--- src/rtl/life_engine.sv ---
// life_engine: Game-of-Life engine that advances one generation per step pulse or per programmed period.
// Defining LIFE_STILL_DETECT_EN adds a still-life comparator that halts the engine with stable=1.
module life_engine #(
  parameter int ROWS = 8,
  parameter int COLS = 8,
  parameter int WRAP = 1,
  parameter int GEN_W = 16,
  parameter int PERIOD_W = 24,
  parameter logic [ROWS*COLS-1:0] INIT = '0
) (
  input  logic                 clk,
  input  logic                 reset,
  input  logic                 load,
  input  logic [ROWS*COLS-1:0] load_pattern,
  input  logic                 step,
  input  logic                 run,
  input  logic [PERIOD_W-1:0]  period,
  output logic [ROWS*COLS-1:0] grid,
  output logic [GEN_W-1:0]     generation,
  output logic                 gen_tick,
  output logic                 running,
  output logic                 extinct,
  output logic                 stable
);

  typedef enum logic [1:0] {S_IDLE, S_RUN, S_HALT} state_t;

  state_t                state;
  logic [PERIOD_W-1:0]   timer;
  logic [PERIOD_W-1:0]   period_eff;
  logic                  terminal;
  logic                  advance;
  logic                  next_zero;
  logic                  still;
  logic [ROWS*COLS-1:0]  next_grid;

  // Each cell sums its eight neighbours; off-grid neighbours read as dead unless WRAP folds them around.
  for (genvar r = 0; r < ROWS; r++) begin : g_row
    for (genvar c = 0; c < COLS; c++) begin : g_col
      logic [7:0] nb;
      logic [3:0] n;
      for (genvar k = 0; k < 9; k++) begin : g_k
        if (k != 4) begin : g_nb
          localparam int DR = k / 3 - 1;
          localparam int DC = k % 3 - 1;
          localparam int RR = (r + DR + ROWS) % ROWS;
          localparam int CC = (c + DC + COLS) % COLS;
          localparam int IDX = RR * COLS + CC;
          localparam int NI = (k < 4) ? k : k - 1;
          localparam bit ON_GRID = (r + DR >= 0) && (r + DR < ROWS) &&
                                   (c + DC >= 0) && (c + DC < COLS);
          assign nb[NI] = (WRAP != 0 || ON_GRID) ? grid[IDX] : 1'b0;
        end
      end
      assign n = {3'b000, nb[0]} + {3'b000, nb[1]} + {3'b000, nb[2]} + {3'b000, nb[3]} +
                 {3'b000, nb[4]} + {3'b000, nb[5]} + {3'b000, nb[6]} + {3'b000, nb[7]};
      assign next_grid[r*COLS+c] = (n == 4'd3) || (grid[r*COLS+c] && (n == 4'd2));
    end
  end

  assign period_eff = (period == '0) ? {{(PERIOD_W-1){1'b0}}, 1'b1} : period;
  // Compared every cycle, so a shortened period that the timer already passed fires at once.
  assign terminal   = ({1'b0, timer} + {{PERIOD_W{1'b0}}, 1'b1}) >= {1'b0, period_eff};
  assign advance    = !load && (((state == S_IDLE) && step) ||
                                ((state == S_RUN) && run && terminal));
  assign next_zero  = (next_grid == '0);
  assign running    = (state == S_RUN);

`ifdef LIFE_STILL_DETECT_EN
  assign still = (next_grid == grid);
`else
  assign still  = 1'b0;
  assign stable = 1'b0;
`endif

  always_ff @(posedge clk or posedge reset) begin
    if (reset) begin
      grid       <= INIT;
      generation <= '0;
      timer      <= '0;
      state      <= S_IDLE;
      gen_tick   <= 1'b0;
      extinct    <= 1'b0;
`ifdef LIFE_STILL_DETECT_EN
      stable     <= 1'b0;
`endif
    end else begin
      gen_tick <= 1'b0;
      if (load) begin
        grid       <= load_pattern;
        generation <= '0;
        timer      <= '0;
        state      <= S_IDLE;
        extinct    <= 1'b0;
`ifdef LIFE_STILL_DETECT_EN
        stable     <= 1'b0;
`endif
      end else if (advance) begin
        grid       <= next_grid;
        generation <= generation + {{(GEN_W-1){1'b0}}, 1'b1};
        gen_tick   <= 1'b1;
        timer      <= '0;
        if (next_zero) begin
          state   <= S_HALT;
          extinct <= 1'b1;
        end else if (still) begin
          state  <= S_HALT;
`ifdef LIFE_STILL_DETECT_EN
          stable <= 1'b1;
`endif
        end
      end else begin
        case (state)
          S_IDLE: begin
            if (run) begin
              state <= S_RUN;
              timer <= '0;
            end
          end
          S_RUN: begin
            if (!run) begin
              state <= S_IDLE;
              timer <= '0;
            end else begin
              timer <= timer + {{(PERIOD_W-1){1'b0}}, 1'b1};
            end
          end
          default: ;
        endcase
      end
    end
  end

endmodule
--- config.mk ---
export PLATFORM = sky130hd
export DESIGN_NAME = life_engine
export DESIGN_NICKNAME = d
export VERILOG_FILES = /design/src/rtl/life_engine.sv
export SDC_FILE = /design/constraint.sdc
export NUM_CORES = 1
export LEC_CHECK = 0
export BUFFER_PORTS_ARGS = -buffer_cell sky130_fd_sc_hd__buf_4
export CAP_MARGIN = 10
export CORE_MARGIN = 5
export CORE_UTILIZATION = 38
export DETAILED_ROUTE_END_ITERATION = 12
export HOLD_SLACK_MARGIN = 0.02
export PLACE_DENSITY = 0.7
export SETUP_SLACK_MARGIN = 0.5
export SLEW_MARGIN = 10
export SYNTH_ARGS = -nofsm -noshare
export SYNTH_HDL_FRONTEND = slang
export SYNTH_SLANG_ARGS = --single-unit
--- constraint.sdc ---
create_clock -name clk -period 4.2 [get_ports clk]
set_input_delay 0.21 -clock clk [delete_from_list [all_inputs] [get_ports clk]]
set_output_delay 0.21 -clock clk [all_outputs]
set_load 0.005 [all_outputs]
# ---- Yosys cells after proc, flatten, opt, wreduce, memory -nomap -nowiden
# Index checks and enable logic that the tools add are counted.
dict set report word_totals {
  ff_bits 108
  inputBits 93
  output_inout_bits 84
  elab_cells 754
}
dict set report op_classes {
  n_addsub 451
  n_lt_le_gt_ge 1
  n_eq_ne 132
  muxes 21
  reduce_logical 143
}
# operator n
set ops {}
lappend ops {{adder 4 x 1 -> 4 bit} 256}
lappend ops {{== test 4 x 2 -> 1 bit (second input constant)} 128}
lappend ops {{adder 3 x 1 -> 4 bit} 64}
lappend ops {{adder 2 x 1 -> 3 bit} 64}
lappend ops {{adder 1 x 1 -> 2 bit} 64}
lappend ops {{two-way mux 64 bit} 2}
lappend ops {{two-way mux 24 bit} 5}
lappend ops {{logical AND 1 bit} 68}
lappend ops {{logical OR 1 bit} 65}
lappend ops {{zero test 64 bit} 1}
lappend ops {{one-hot mux 24 bit (2 select lines)} 1}
lappend ops {{two-way mux 16 bit} 2}
lappend ops {{adder 24 x 1 -> 25 bit (second input constant)} 1}
lappend ops {{>= comparator 25 x 24 -> 1 bit} 1}
lappend ops {{adder 24 x 1 -> 24 bit (second input constant)} 1}
lappend ops {{zero test 24 bit} 1}
lappend ops {{adder 16 x 1 -> 16 bit (second input constant)} 1}
lappend ops {{two-way mux 2 bit} 5}
lappend ops {{two-way mux 1 bit} 5}
lappend ops {{!= test 4 x 3 -> 1 bit (second input constant)} 1}
lappend ops {{!= test 4 bit (second input constant)} 1}
lappend ops {{one-hot mux 2 bit (2 select lines)} 1}
lappend ops {{AND reduction 2 bit} 2}
lappend ops {{AND reduction 4 bit} 1}
lappend ops {{other kinds (6)} 7}

# ---- Longest topological paths before layout
dict set report logic_depth {
  word_depth 14
  ltp_mapped 21
  ltp_nobuf 15
}

# ---- Worst setup path after synthesis
# OpenSTA, ideal clock, no wires.
dict set report synth_timing {
  path_type {reg-to-reg}
  startpoint {register timer[4]}
  endpoint {register grid[24]}
  setup_ps 132
  t_arrival_ps 4194
  t_required_ps 4068
  setup_slack_ps -126
  path_stages_with_launch 20
  path_buffers 5
  synth_period_minus_slack_ps 4326
  path_cell_list {dfrtp_1 buf_2 nand4_2 or3_1 clkbuf_1 nor2_1 nand3_1 or2_1 xnor2_1 ha_1 nand3_1 or3_1 a311o_1 nor2b_1 buf_6 o31ai_2 buf_2 buf_4 mux2i_1 o21ai_1}
}
dict set report synth_via {
  elab_chain_cells 6
}
# element line
set synth_rtl {}
lappend synth_rtl {{from (decl)} 29} ;# logic [PERIOD_W-1:0] timer;
lappend synth_rtl {{from (signal assigned)} 125} ;# timer <= timer + {{(PERIOD_W-1){1'b0}}, 1'b1};
lappend synth_rtl {{adder 24 x 1 -> 25 bit} 63} ;# assign terminal = ({1'b0, timer} + {{PERIOD_W{1'b0}}, 1'b1}) >= {1'b0, period_eff};
lappend synth_rtl {{>= comparator 25 x 24 -> 1 bit} 63}
lappend synth_rtl {{logical AND 1 bit} 65} ;# ((state == S_RUN) && run && terminal));
lappend synth_rtl {{logical OR 1 bit} 64} ;# assign advance = !load && (((state == S_IDLE) && step) ||
lappend synth_rtl {{logical AND 1 bit} 64}
lappend synth_rtl {{nonzero test 2 bit (no source line)} n/a}
lappend synth_rtl {{to (signal assigned)} 90} ;# grid <= load_pattern;
lappend synth_rtl {{to (signal assigned)} 99} ;# grid <= next_grid;
lappend synth_rtl {{to (decl)} 18} ;# output logic [ROWS*COLS-1:0] grid,
# No other way between the ends.
# A chain may end at the register's enable or synchronous reset.

# ---- Worst setup path after layout
dict set report layout_timing {
  startpoint {register grid[13]}
  endpoint {register state[0]}
}
dict set report layout_via {
  elab_chain_cells 13
  elab_cells_between_ends 72
  classes_between {add/sub (35); eq/ne (17); reduce/logical (20)}
}
# element line
set layout_rtl {}
lappend layout_rtl {{adder 1 x 1 -> 2 bit} 55} ;# assign n = {3'b000, nb[0]} + {3'b000, nb[1]} + {3'b000, nb[2]} + {3'b000, nb[3]} +
lappend layout_rtl {{adder 2 x 1 -> 3 bit} 55}
lappend layout_rtl {{adder 3 x 1 -> 4 bit} 55}
lappend layout_rtl {{adder 4 x 1 -> 4 bit} 55}
lappend layout_rtl {{adder 4 x 1 -> 4 bit (3 in series)} 56} ;# {3'b000, nb[4]} + {3'b000, nb[5]} + {3'b000, nb[6]} + {3'b000, nb[7]};
lappend layout_rtl {{== test 4 x 2 -> 1 bit} 57} ;# assign next_grid[r*COLS+c] = (n == 4'd3) || (grid[r*COLS+c] && (n == 4'd2));
lappend layout_rtl {{logical AND 1 bit} 57}
lappend layout_rtl {{logical OR 1 bit} 57}
lappend layout_rtl {{zero test 64 bit *} 66} ;# assign next_zero = (next_grid == '0);
lappend layout_rtl {{!= test 3 x 2 -> 1 bit (no source line) *} n/a}
lappend layout_rtl {{AND reduction 4 bit (no source line) *} n/a}
lappend layout_rtl {{to (signal assigned)} 81} ;# state <= S_IDLE;
lappend layout_rtl {{to (signal assigned)} 93} ;# state <= S_IDLE;
lappend layout_rtl {{to (signal assigned)} 104} ;# state <= S_HALT;
lappend layout_rtl {{to (decl)} 28} ;# state_t state;
# Mark *: on every way between the ends. The rest lies on a longest branch, timed or not.

==> results.toml <==
[synth]
synth_most_common_cell = "inv_1"
synth_common_cells = "inv_1 (353), fa_1 (255), ha_1 (218)"
synth_area_per_cell_um2 = 9.44
synthArstFlopShare_pct = 100
yosysTopAreaCellShare_pct = 30.6
netlist_top_cells_area = "fa_1 (31%), ha_1 (16%), dfrtp_1 (16%), inv_1 (7.9%), a21oi_1 (4.2%)"
synth_cell_type_count = 61
yosys_warnings = 0
ys.flop_type = "dfrtp_1"
seq_area_frac_synth_pct = 16.2
synth_fp_nets = 2334
synth_area_um2 = 16700
ys_seq_elements = 108
synth_edf_count = 0
netlist_instances = 1768
synth_top_cell_by_area = "fa_1"

[finish]
final_layout_size_suffix_gt1_share_pct = 27.0
fillers = 3894
layout.nets = 2771
diodes = 0
finalNonFillerCells = 2795
area_growth_pct = 32.7

[timing]
finalCritPeriodShare_pct = 104
finalClockSkew_ps = 7.89
finalSetupViolations = 3
tightest_slew_ps = 831
min_period_ps = 4350
rsz0062_at_grt = "true"
maxSlewHeadroom_pct = 44.6
clock.fmax_mhz = 230
hold_viol = 0
fin_ws_ps = -153
slew_viol_final = 0

[worst_setup_path]
cp_max_fo = 4
start_kind = "flop"
arrival_ps = 4620
crit_type = "reg2reg"
worst_r2r_path_depth = 14
worstPathRequired_ps = 4470
critPathCaptureType = "flop"

[clock_tree]
cts_tree = "done"
root_buffer = "clkbuf_16"
cts-buffers-inserted = 9
ctsHtreeMaxLevel = 3
cts_num_sinks = 108
clockBufferDepth = 2
clkLatencyLatePin_ps = 410
clk_pin_slew_worst_paths_ps = 90

[floorplan]
io_pins = 177
start_util_pct = 38.6
fp-row-count = 76
die_w_um = 220
coreArea_um2 = 43300
die_area_um2 = 48200
die_h_um = 220

[route]
vias_per_cell = 5.35
wire_per_inst_um = 19.7
num_vias = 15000
firstDrtPassIters = 5
initialDrtViolationCount = 932
drc = 0
drt_wl_total_um = 55200
ant_nets = 0

[hold_path]
hold_depth = 3
hp-class = "in2reg"

[global_route]
first_global_vias = 16100
track_usage_pct = 23.1
grt_pass1_wl_um = 86900
antenna_found_initial = 1
grt.overflow.total = 0
grt_max_degree = 150

[flow_run]
maxCapViolations = 0

[placed_design]
dp.cells = 2687
hpwl_um = 44000
port_buffers = 175
gp_congestion = 0.932
place_ws_ps = -559

[status]
violations = "negative setup slack"
status = "complete, but fails checks"
cell type report:
type                    instances  area, um^2  share of cell area (%)
clock buffers                   9         225                    1.02
well taps                     585         732                    3.30
inverters                     353        1360                    6.13
clock inverters                 7         103                   0.463
flip-flops and latches        108        2710                    12.2
repair buffers                470        4010                    18.1
multi-input cells            1263       13000                    58.8
critical path, stage by stage (launching register included):
cell and delay, ps:
dfrtp_1 400, clkinvlp_4 180, buf_4 180, fa_1 550
fa_1 430, fa_1 490, inv_1 50, ha_1 210
fa_1 390, nand2b_1 170, o2111ai_1 230, nand4_1 230
nor4_4 410, a41o_1 220, a21oi_1 60
repair_timing:
action / in CTS / in global routing
setup endpoints to repair: 84 / 91
hold endpoints to repair: 88 / 0
pin swaps: 47 / 33
hold buffers: 36 / 0
setup buffers: 33 / 17
gates cloned: 5 / 1
resized for setup: 93 / 43
metrics by stage:
stage	cell area (um^2)	setup TNS, ps	hold WS [ps]	util [%]
floorplan	17000	-14.3	329	-
global placement	20400	-1370	419	47.2
detailed placement	20400	-1610	419	47.2
CTS	21800	-209	21.0	50.4
global route	22200	-782	37.6	51.2
finish	22200	-284	32.3	51.2
sequential cells by signal (all words and copies together), names as in the netlist:
| signal | count |
|---|---|
| extinct | 1 |
| gen_tick | 1 |
| generation | 16 |
| grid | 64 |
| state | 2 |
| timer | 24 |
layer usage:
layer	GRT usage, %	vias up	share of wire (%)
li1	-	6814	-
met1	28.8	7515	40
met2	39.8	496	49
met3	5.33	133	7.1
met4	7.68	2	3.9
met5	0	-	0.013
final timing paths:
path | start | to | slack [ps]
worst max-delay path | grid[13] | state[0] | -150
worst min-delay path | load_pattern[52] | grid[52] | 30
worst max register to register | grid[13] | state[0] | -150
worst min register to register | timer[23] | timer[23] | 560
max in group asynchronous | reset | timer[0] | 2680
min in group asynchronous | reset | generation[5] | 520
layout by cell type (no fill, tap or decap), types with 15 or more instances in the layout:
cell	n
mux2i_1	23
dlygate4sd3_1	36
nand4_1	17
a21oi_2	47
buf_4	391
o21ai_0	68
buf_12	15
o211a_1	18
o31ai_1	37
nand2_1	99
o21ai_1	41
fa_1	247
and3_1	24
ha_1	213
a21oi_1	91
inv_1	334
buf_6	22
nor2_1	63
dfrtp_1	106
nand3_1	42
a32o_1	15
cells by family (layout without fill, tap and decap cells):
kind of cell	after synthesis	after routing	share of synthesized area, %
XOR/XNOR	23	23	1.21
AND/OR/NAND/NOR	342	342	10.1
adder cells (fa/ha/maj)	473	473	46.9
buffers and inverters	397	839	9.12
AO/OA/AOI/OAI	396	396	14.7
flip-flops	108	108	16.2
multiplexers	28	28	1.68
other	1	1	0.0225
Power is not shown: default switching activity piles up to over one toggle a cycle in this logic, so the estimate is an artifact.
